$ cat config.mk
export PLATFORM = sky130hd
export DESIGN_NAME = countdown_1k
export DESIGN_NICKNAME = d
export VERILOG_FILES = /design/src/rtl/countdown_1k.sv
export SDC_FILE = /design/constraint.sdc
export NUM_CORES = 1
export LEC_CHECK = 0
export BUFFER_PORTS_ARGS = -buffer_cell sky130_fd_sc_hd__buf_2
export CAP_MARGIN = 15
export CORE_MARGIN = 8
export CORE_UTILIZATION = 53
export CTS_BUF_LIST = sky130_fd_sc_hd__clkbuf_16
export CTS_CLUSTER_DIAMETER = 50
export CTS_CLUSTER_SIZE = 40
export DETAILED_ROUTE_END_ITERATION = 16
export PLACE_DENSITY = 0.83
export SLEW_MARGIN = 0
export SYNTH_ARGS = -nofsm -noshare
export SYNTH_HDL_FRONTEND = slang
export SYNTH_SLANG_ARGS = --single-unit
$ cat constraint.sdc
create_clock -name clk -period 3 [get_ports clk]
set_input_delay 0.6 -clock clk [delete_from_list [all_inputs] [get_ports clk]]
set_output_delay 0.6 -clock clk [all_outputs]
set_load 0.1 [all_outputs]
$ cat src/rtl/countdown_1k.sv
// Loadable 0..999 countdown timer with one-cycle done pulse; periodic mode under COUNTDOWN_1K_AUTORELOAD_EN.
// Latency: q/busy valid one cycle after the accepting edge; done one cycle after the terminal tick.
// Backpressure: load_ready is high only in IDLE, so a load offered while running waits.
module countdown_1k (
    input  logic       clk,
    input  logic       reset_n,
    input  logic       load_valid,
    output logic       load_ready,
    input  logic [9:0] load_val,
    input  logic       tick,
    input  logic       pause,
    input  logic       abort,
    output logic [9:0] q,
    output logic       busy,
    output logic       done
);

    localparam logic [9:0] MAX_VAL = 10'd999;

    typedef enum logic {IDLE, RUN} state_t;

    state_t     state, state_n;
    logic [9:0] q_n;
    logic       done_n;
    logic [9:0] load_clamped;

`ifdef COUNTDOWN_1K_AUTORELOAD_EN
    logic [9:0] reload, reload_n;
`endif

    assign load_clamped = (load_val > MAX_VAL) ? MAX_VAL : load_val;
    assign busy         = (state == RUN);
    assign load_ready   = (state == IDLE);

    always_ff @(posedge clk or negedge reset_n) begin
        if (!reset_n) begin
            state  <= IDLE;
            q      <= '0;
            done   <= 1'b0;
`ifdef COUNTDOWN_1K_AUTORELOAD_EN
            reload <= '0;
`endif
        end else begin
            state  <= state_n;
            q      <= q_n;
            done   <= done_n;
`ifdef COUNTDOWN_1K_AUTORELOAD_EN
            reload <= reload_n;
`endif
        end
    end

    always_comb begin
        state_n  = state;
        q_n      = q;
        done_n   = 1'b0;
`ifdef COUNTDOWN_1K_AUTORELOAD_EN
        reload_n = reload;
`endif
        case (state)
            IDLE: begin
                if (load_valid) begin
                    q_n = load_clamped;
`ifdef COUNTDOWN_1K_AUTORELOAD_EN
                    reload_n = load_clamped;
`endif
                    // A zero load completes immediately rather than entering RUN.
                    if (load_clamped != 10'd0) state_n = RUN;
                    else                       done_n  = 1'b1;
                end
            end
            RUN: begin
                if (abort) begin
                    state_n = IDLE;
                end else if (!pause && tick) begin
                    if (q > 10'd1) begin
                        q_n = q - 10'd1;
                    end else begin
                        done_n = 1'b1;
`ifdef COUNTDOWN_1K_AUTORELOAD_EN
                        q_n = reload;
`else
                        q_n     = 10'd0;
                        state_n = IDLE;
`endif
                    end
                end
            end
            default: state_n = IDLE;
        endcase
    end

endmodule

; Word-level counts from Yosys, hierarchy flattened
; Cells that the tools add are included.
[word_totals]
ff_bits = 12
latchBits = 0
ram_bits = 0
mem_bits_ro = 0
in_bits = 16
output_inout_bits = 13
wordCells = 32
mem_count = 0
[op_classes]
addsub = 1
n_mul = 0
div = 0
order_cmp = 2
n_eq_ne = 3
shifts = 0
muxes = 18
bitwise = 1
reduce_logical = 4
[op_table]
columns = op, count
row1 = 10-bit 2-to-1 mux, 5
row2 = 10-bit case mux with 2 select lines, 1
row3 = "10-bit by 1-bit greater-than comparator with 1-bit output, second input constant", 1
row4 = "10-bit greater-than comparator, second input constant", 1
row5 = 1-bit 2-to-1 mux, 10
row6 = 10-bit nonzero test, 1
row7 = "10-bit by 1-bit subtractor with 10-bit output, second input constant", 1
row8 = "2-bit != test, second input constant", 2
row9 = 1-bit case mux with 2 select lines, 2
row10 = 3-bit AND reduction, 1
row11 = "2-bit by 1-bit != test with 1-bit output, second input constant", 1
row12 = 1-bit logical AND, 1
row13 = 1-bit zero test, 1
row14 = 1-bit inverter, 1

; Depth between registers and ports, before layout
[depth]
depth_word = 6
mapped_depth = 7
depth_no_buf = 6

; Worst setup path before layout
; OpenSTA, ideal clock, no wires.
[synth_timing]
path_type = register -> register
startpoint = register q[0]
endpoint = register q[7]
setup_ns = 0.119
arrival_time_ns = 2.257
path_slack_ns = 0.623
stages_incl_launch_ff = 7
n_path_buf = 0
synth_period_minus_slack_ns = 2.377
path_cell_list = dfrtp_1 -> inv_1 -> ha_1 -> o21bai_1 -> or3_4 -> nand4_1 -> o311ai_0
[synth_via]
elab_chain_len = 5
word_cells_on_any_way = 6
[synth_rtl]
columns = item, line_no
row1 = "start, declared", 13  ; output logic [9:0] q,
row2 = "start signal, assigned", 45  ; q <= q_n;
row3 = 10-bit by 1-bit subtractor with 10-bit output / 10-bit by 1-bit greater-than comparator with 1-bit output (equally long branches), "77, 76"
row4 = 10-bit 2-to-1 mux *, 76  ; if (q > 10'd1) begin
row5 = 10-bit 2-to-1 mux *, 75  ; end else if (!pause && tick) begin
row6 = 10-bit 2-to-1 mux *, 73  ; if (abort) begin
row7 = 10-bit case mux with 2 select lines *, 60  ; case (state)
; Every way passes the cells marked *; elsewhere a longest branch is shown, timed or not. The select of a mux whose other input is x is not followed.
; A chain may end at the register's enable or synchronous reset.

; Worst setup path after layout
[layout_timing]
startpoint = register state, in the netlist busy
endpoint = output load_ready
[layout_via]
elab_chain_len = 1
[layout_rtl]
columns = item, line_no
row1 = "start, declared", 22  ; state_t state, state_n;
row2 = "start signal, assigned", 44  ; state <= state_n;
row3 = 1-bit inverter, n/a
row4 = "end, declared", 8  ; output logic load_ready,
; No other way between the ends.

==> flow_summary.html <==
<table>
<tr><th>Metric</th><th>Value</th></tr>
<tr><th colspan="2">Die</th></tr>
<tr><td>Number of placement rows</td><td>15</td></tr>
<tr><td>Chip height</td><td>57.5 um</td></tr>
<tr><td>Initial Util</td><td>0.545</td></tr>
<tr><td>Die X</td><td>57.5 um</td></tr>
<tr><td>Floorplan core area</td><td>1670 um2</td></tr>
<tr><td>Boundary pin count</td><td>29</td></tr>
<tr><td>Die Footprint</td><td>3300 um2</td></tr>
<tr><th colspan="2">Synthesis</th></tr>
<tr><td>YS warnings</td><td>0</td></tr>
<tr><td>Xor/xnor share of the synthesized area</td><td>0</td></tr>
<tr><td>Mapped Cells</td><td>105</td></tr>
<tr><td>Dominant combinational cell family by area after synthesis</td><td>compound AO/OA/AOI/OAI gates</td></tr>
<tr><td>Compound-cell area share of the yosys netlist</td><td>0.297</td></tr>
<tr><td>Net Count, Synth</td><td>123</td></tr>
<tr><td>Seq/Total Area, Yosys</td><td>0.330</td></tr>
<tr><td>Primary FF master, synth</td><td>dfrtp_1</td></tr>
<tr><td>Adder and majority cell fraction of the synthesized area</td><td>0.0275</td></tr>
<tr><td>Share of synthesized flip-flops with an asynchronous set or reset</td><td>1.00</td></tr>
<tr><td>Mean instance size in the synthesized netlist</td><td>8.67 um2</td></tr>
<tr><td>Post-synth EDFFs</td><td>0</td></tr>
<tr><td>Synth Register Bits</td><td>12</td></tr>
<tr><td>Netlist area before placement</td><td>911 um2</td></tr>
<tr><td>Distinct cell type count after synthesis</td><td>45</td></tr>
<tr><td>Mux cell area share after synthesis</td><td>0</td></tr>
<tr><td>Simple-Gate Fraction of Synth Area</td><td>0.290</td></tr>
<tr><th colspan="2">Timing</th></tr>
<tr><td>Worst clock skew on the final layout</td><td>2.49 ps</td></tr>
<tr><td>Fmax</td><td>460 MHz</td></tr>
<tr><td>Slew HR</td><td>0.566</td></tr>
<tr><td>Smallest setup slack after layout</td><td>827 ps</td></tr>
<tr><td>Worst hold slack</td><td>232 ps</td></tr>
<tr><td>Number of slew-limit violations in the final report</td><td>0</td></tr>
<tr><td>Unrepaired setup endpoints after global routing</td><td>no</td></tr>
<tr><td>Final number of setup-violating endpoints</td><td>0</td></tr>
<tr><td>Post-route fraction of the period consumed by the critical path</td><td>0.724</td></tr>
<tr><td>Post-route setup TNS</td><td>0 ps</td></tr>
<tr><td>Number of endpoints with negative hold slack in the final report</td><td>0</td></tr>
<tr><td>Transition time at the pin with the least slew margin</td><td>651 ps</td></tr>
<tr><td>Minimum clock period after layout</td><td>2170 ps</td></tr>
<tr><th colspan="2">Worst setup path</th></tr>
<tr><td>Worst reg2reg startpoint</td><td>busy</td></tr>
<tr><td>CP Max Fanout</td><td>20</td></tr>
<tr><td>Nature of the critical path startpoint</td><td>flop</td></tr>
<tr><td>Cells on worst reg2reg path</td><td>5</td></tr>
<tr><td>Setup CP Type</td><td>reg2out</td></tr>
<tr><td>Arrival time at the worst endpoint</td><td>1570 ps</td></tr>
<tr><td>Worst reg2reg endpoint</td><td>q[2]</td></tr>
<tr><td>Required @ worst endpoint</td><td>2400 ps</td></tr>
<tr><td>Reg-to-reg slack, setup</td><td>1000 ps</td></tr>
<tr><td>CP endpoint kind</td><td>primary output</td></tr>
<tr><th colspan="2">Routing</th></tr>
<tr><td>Iteration-0 DRC Markers</td><td>42</td></tr>
<tr><td>Remaining number of nets flagged by the antenna check after routing</td><td>0</td></tr>
<tr><td>Post-route DRC</td><td>0</td></tr>
<tr><td>Via count</td><td>954</td></tr>
<tr><td>Via count normalized by instance count</td><td>6.40</td></tr>
<tr><td>Post-Route WL</td><td>2680 um</td></tr>
<tr><td>First drt pass iteration count</td><td>4</td></tr>
<tr><td>Routed wirelength normalized by instance count</td><td>18.0 um</td></tr>
<tr><th colspan="2">Finish</th></tr>
<tr><td>Filler instances</td><td>128</td></tr>
<tr><td>Fin nets</td><td>151</td></tr>
<tr><td>Diode insertion count for antenna repair</td><td>0</td></tr>
<tr><td>Signed area change from the synthesized netlist to the final layout</td><td>23.6%</td></tr>
<tr><td>Fraction of layout instances using a drive strength above 1</td><td>0.311</td></tr>
<tr><td>Sequential Area</td><td>300 um2</td></tr>
<tr><td>Multi-input combinational cell area</td><td>559 um2</td></tr>
<tr><td>Final cell count without fillers</td><td>149</td></tr>
<tr><th colspan="2">GRT</th></tr>
<tr><td>Overall fraction of global-route tracks in use</td><td>0.167</td></tr>
<tr><td>Vias in the first global route</td><td>917</td></tr>
<tr><td>Maximum number of pins on one net before global-route repair</td><td>21</td></tr>
<tr><td>GRT overflow</td><td>0</td></tr>
<tr><td>Number of antenna violations at the first check in global routing</td><td>0</td></tr>
<tr><td>Wire length of the first global-routing pass</td><td>4320 um</td></tr>
<tr><th colspan="2">Pwr</th></tr>
<tr><td>Cell leakage power</td><td>0.514 nW</td></tr>
<tr><td>IR Drop Worst-Case VDD</td><td>0.000728 V</td></tr>
<tr><td>Cell area power density</td><td>1050 nW/um2</td></tr>
<tr><td>Power consumption</td><td>1.18 mW</td></tr>
<tr><th colspan="2">Clocking</th></tr>
<tr><td>CTS H-tree depth</td><td>1</td></tr>
<tr><td>Number of buffers added to fix hold violations after cts</td><td>0</td></tr>
<tr><td>TritonCTS clock tree</td><td>yes</td></tr>
<tr><td>Clock root cell</td><td>clkbuf_16</td></tr>
<tr><td>Register clock-pin slew on the reported worst setup and hold paths</td><td>40 ps</td></tr>
<tr><td>Quantity of gates resized following cts</td><td>0</td></tr>
<tr><td>Post-CTS setup buffer count</td><td>0</td></tr>
<tr><td>Clock buffers created by TritonCTS</td><td>3</td></tr>
<tr><td>Clock latency on the worst-skew pair</td><td>240 ps</td></tr>
<tr><td>Maximum buffer depth of the clock tree</td><td>2</td></tr>
<tr><td>Clock Sinks</td><td>12</td></tr>
<tr><th colspan="2">Status</th></tr>
<tr><td>Outcome</td><td>finished, final reports clean</td></tr>
<tr><th colspan="2">Placement</th></tr>
<tr><td>Post-placement cell count</td><td>145</td></tr>
<tr><td>Dpl ws</td><td>966 ps</td></tr>
<tr><td>Placer Congestion</td><td>0.897</td></tr>
<tr><td>Count of buffers from port buffering</td><td>28</td></tr>
<tr><td>Half-perimeter wire length after placement</td><td>2000 um</td></tr>
<tr><th colspan="2">Hold path</th></tr>
<tr><td>Classification of the worst-slack hold path</td><td>in2async</td></tr>
<tr><th colspan="2">Job</th></tr>
<tr><td>Count of maximum capacitance violations</td><td>0</td></tr>
</table>
[cells in the final DEF (no fill, tap or decap), types with 2 or more instances in the layout]
master | netlist | routed
or3_4 | 2 | 2
buf_2 | 2 | 28
o21ai_0 | 5 | 5
dfrtp_1 | 12 | 12
inv_1 | 5 | 5
nor2b_1 | 2 | 2
nor2_1 | 7 | 7
nor3_1 | 2 | 2
o311ai_0 | 3 | 3
clkbuf_16 | 0 | 3
nand2b_1 | 2 | 2
nor4_1 | 5 | 5
nand2_1 | 6 | 6
and3_1 | 4 | 4
or2_2 | 4 | 4
a22o_1 | 2 | 2
ha_1 | 2 | 2
nand3_1 | 3 | 3
a31oi_1 | 2 | 2
a21oi_1 | 7 | 7
[cell families (layout without fill, tap and decap cells)]
kind of cell    Yosys count  after routing
compound gates           35             35
fa+ha+maj                 2              2
buf+inv                  11             38
flops                    12             12
simple gates             45             45
[through the flow]
| stage | area [um2] | util |
|---|---|---|
| after detailed placement | 1050 | 0.627 |
| after CTS | 1130 | 0.674 |
| after floorplan | 911 | - |
| final | 1130 | 0.674 |
| after global placement | 1050 | 0.627 |
| after global routing | 1130 | 0.674 |
[state kept, by name, indices dropped and copies added, names as in the netlist]
name,cells
busy,1
done,1
q,10
[critical path: stages, from the launching register on]
cell and delay, ps:
dfrtp_1 750, inv_1 220, buf_2 350
[routing by layer]
metal	vias to the layer above	part of all wire	global-route usage
met5	-	0	0
met1	446	0.44	0.194
met2	46	0.47	0.270
li1	457	-	-
met4	0	0.021	0.107
met3	5	0.069	0.0359
[Yosys cell counts (3+ instances only)]
library cell,instances,area (um2)
dfrtp_1,12,300
a21oi_1,7,35.0
nor2_1,7,26.3
nand2_1,6,22.5
inv_1,5,18.8
nor4_1,5,31.3
o21ai_0,5,25.0
and3_1,4,25.0
or2_2,4,25.0
clkbuf_1,3,11.3
nand3_1,3,15.0
o311ai_0,3,26.3
[power breakdown]
part | total [mW] | internal (mW) | switching (mW)
Sequential | 0.289 | 0.210 | 0.0792
Combinational | 0.642 | 0.128 | 0.514
Clock | 0.250 | 0.176 | 0.0745
Total | 1.18 | 0.513 | 0.668
[worst max path at each step]
stage          startpoint          to  slack, ps  cells past startpoint
2_1_floorplan        q[0]        q[7]        620                      6
5_1_grt              busy  load_ready        720                      2
4_1_cts              busy  load_ready        840                      2
6_report             busy  load_ready        830                      2
3_5_place_dp        pause        q[2]        970                      6
3_3_place_gp        pause        q[2]        990                      6
[final cells by class]
cell class,instances,area share
Multi-Input combinational cell,82,0.497
Sequential cell,12,0.267
Timing Repair Buffer,29,0.131
Clock buffer,3,0.0667
Tap cell,17,0.0189
Inverter,5,0.0167
Clock inverter,1,0.00333
(Power assumes the default switching activity.)
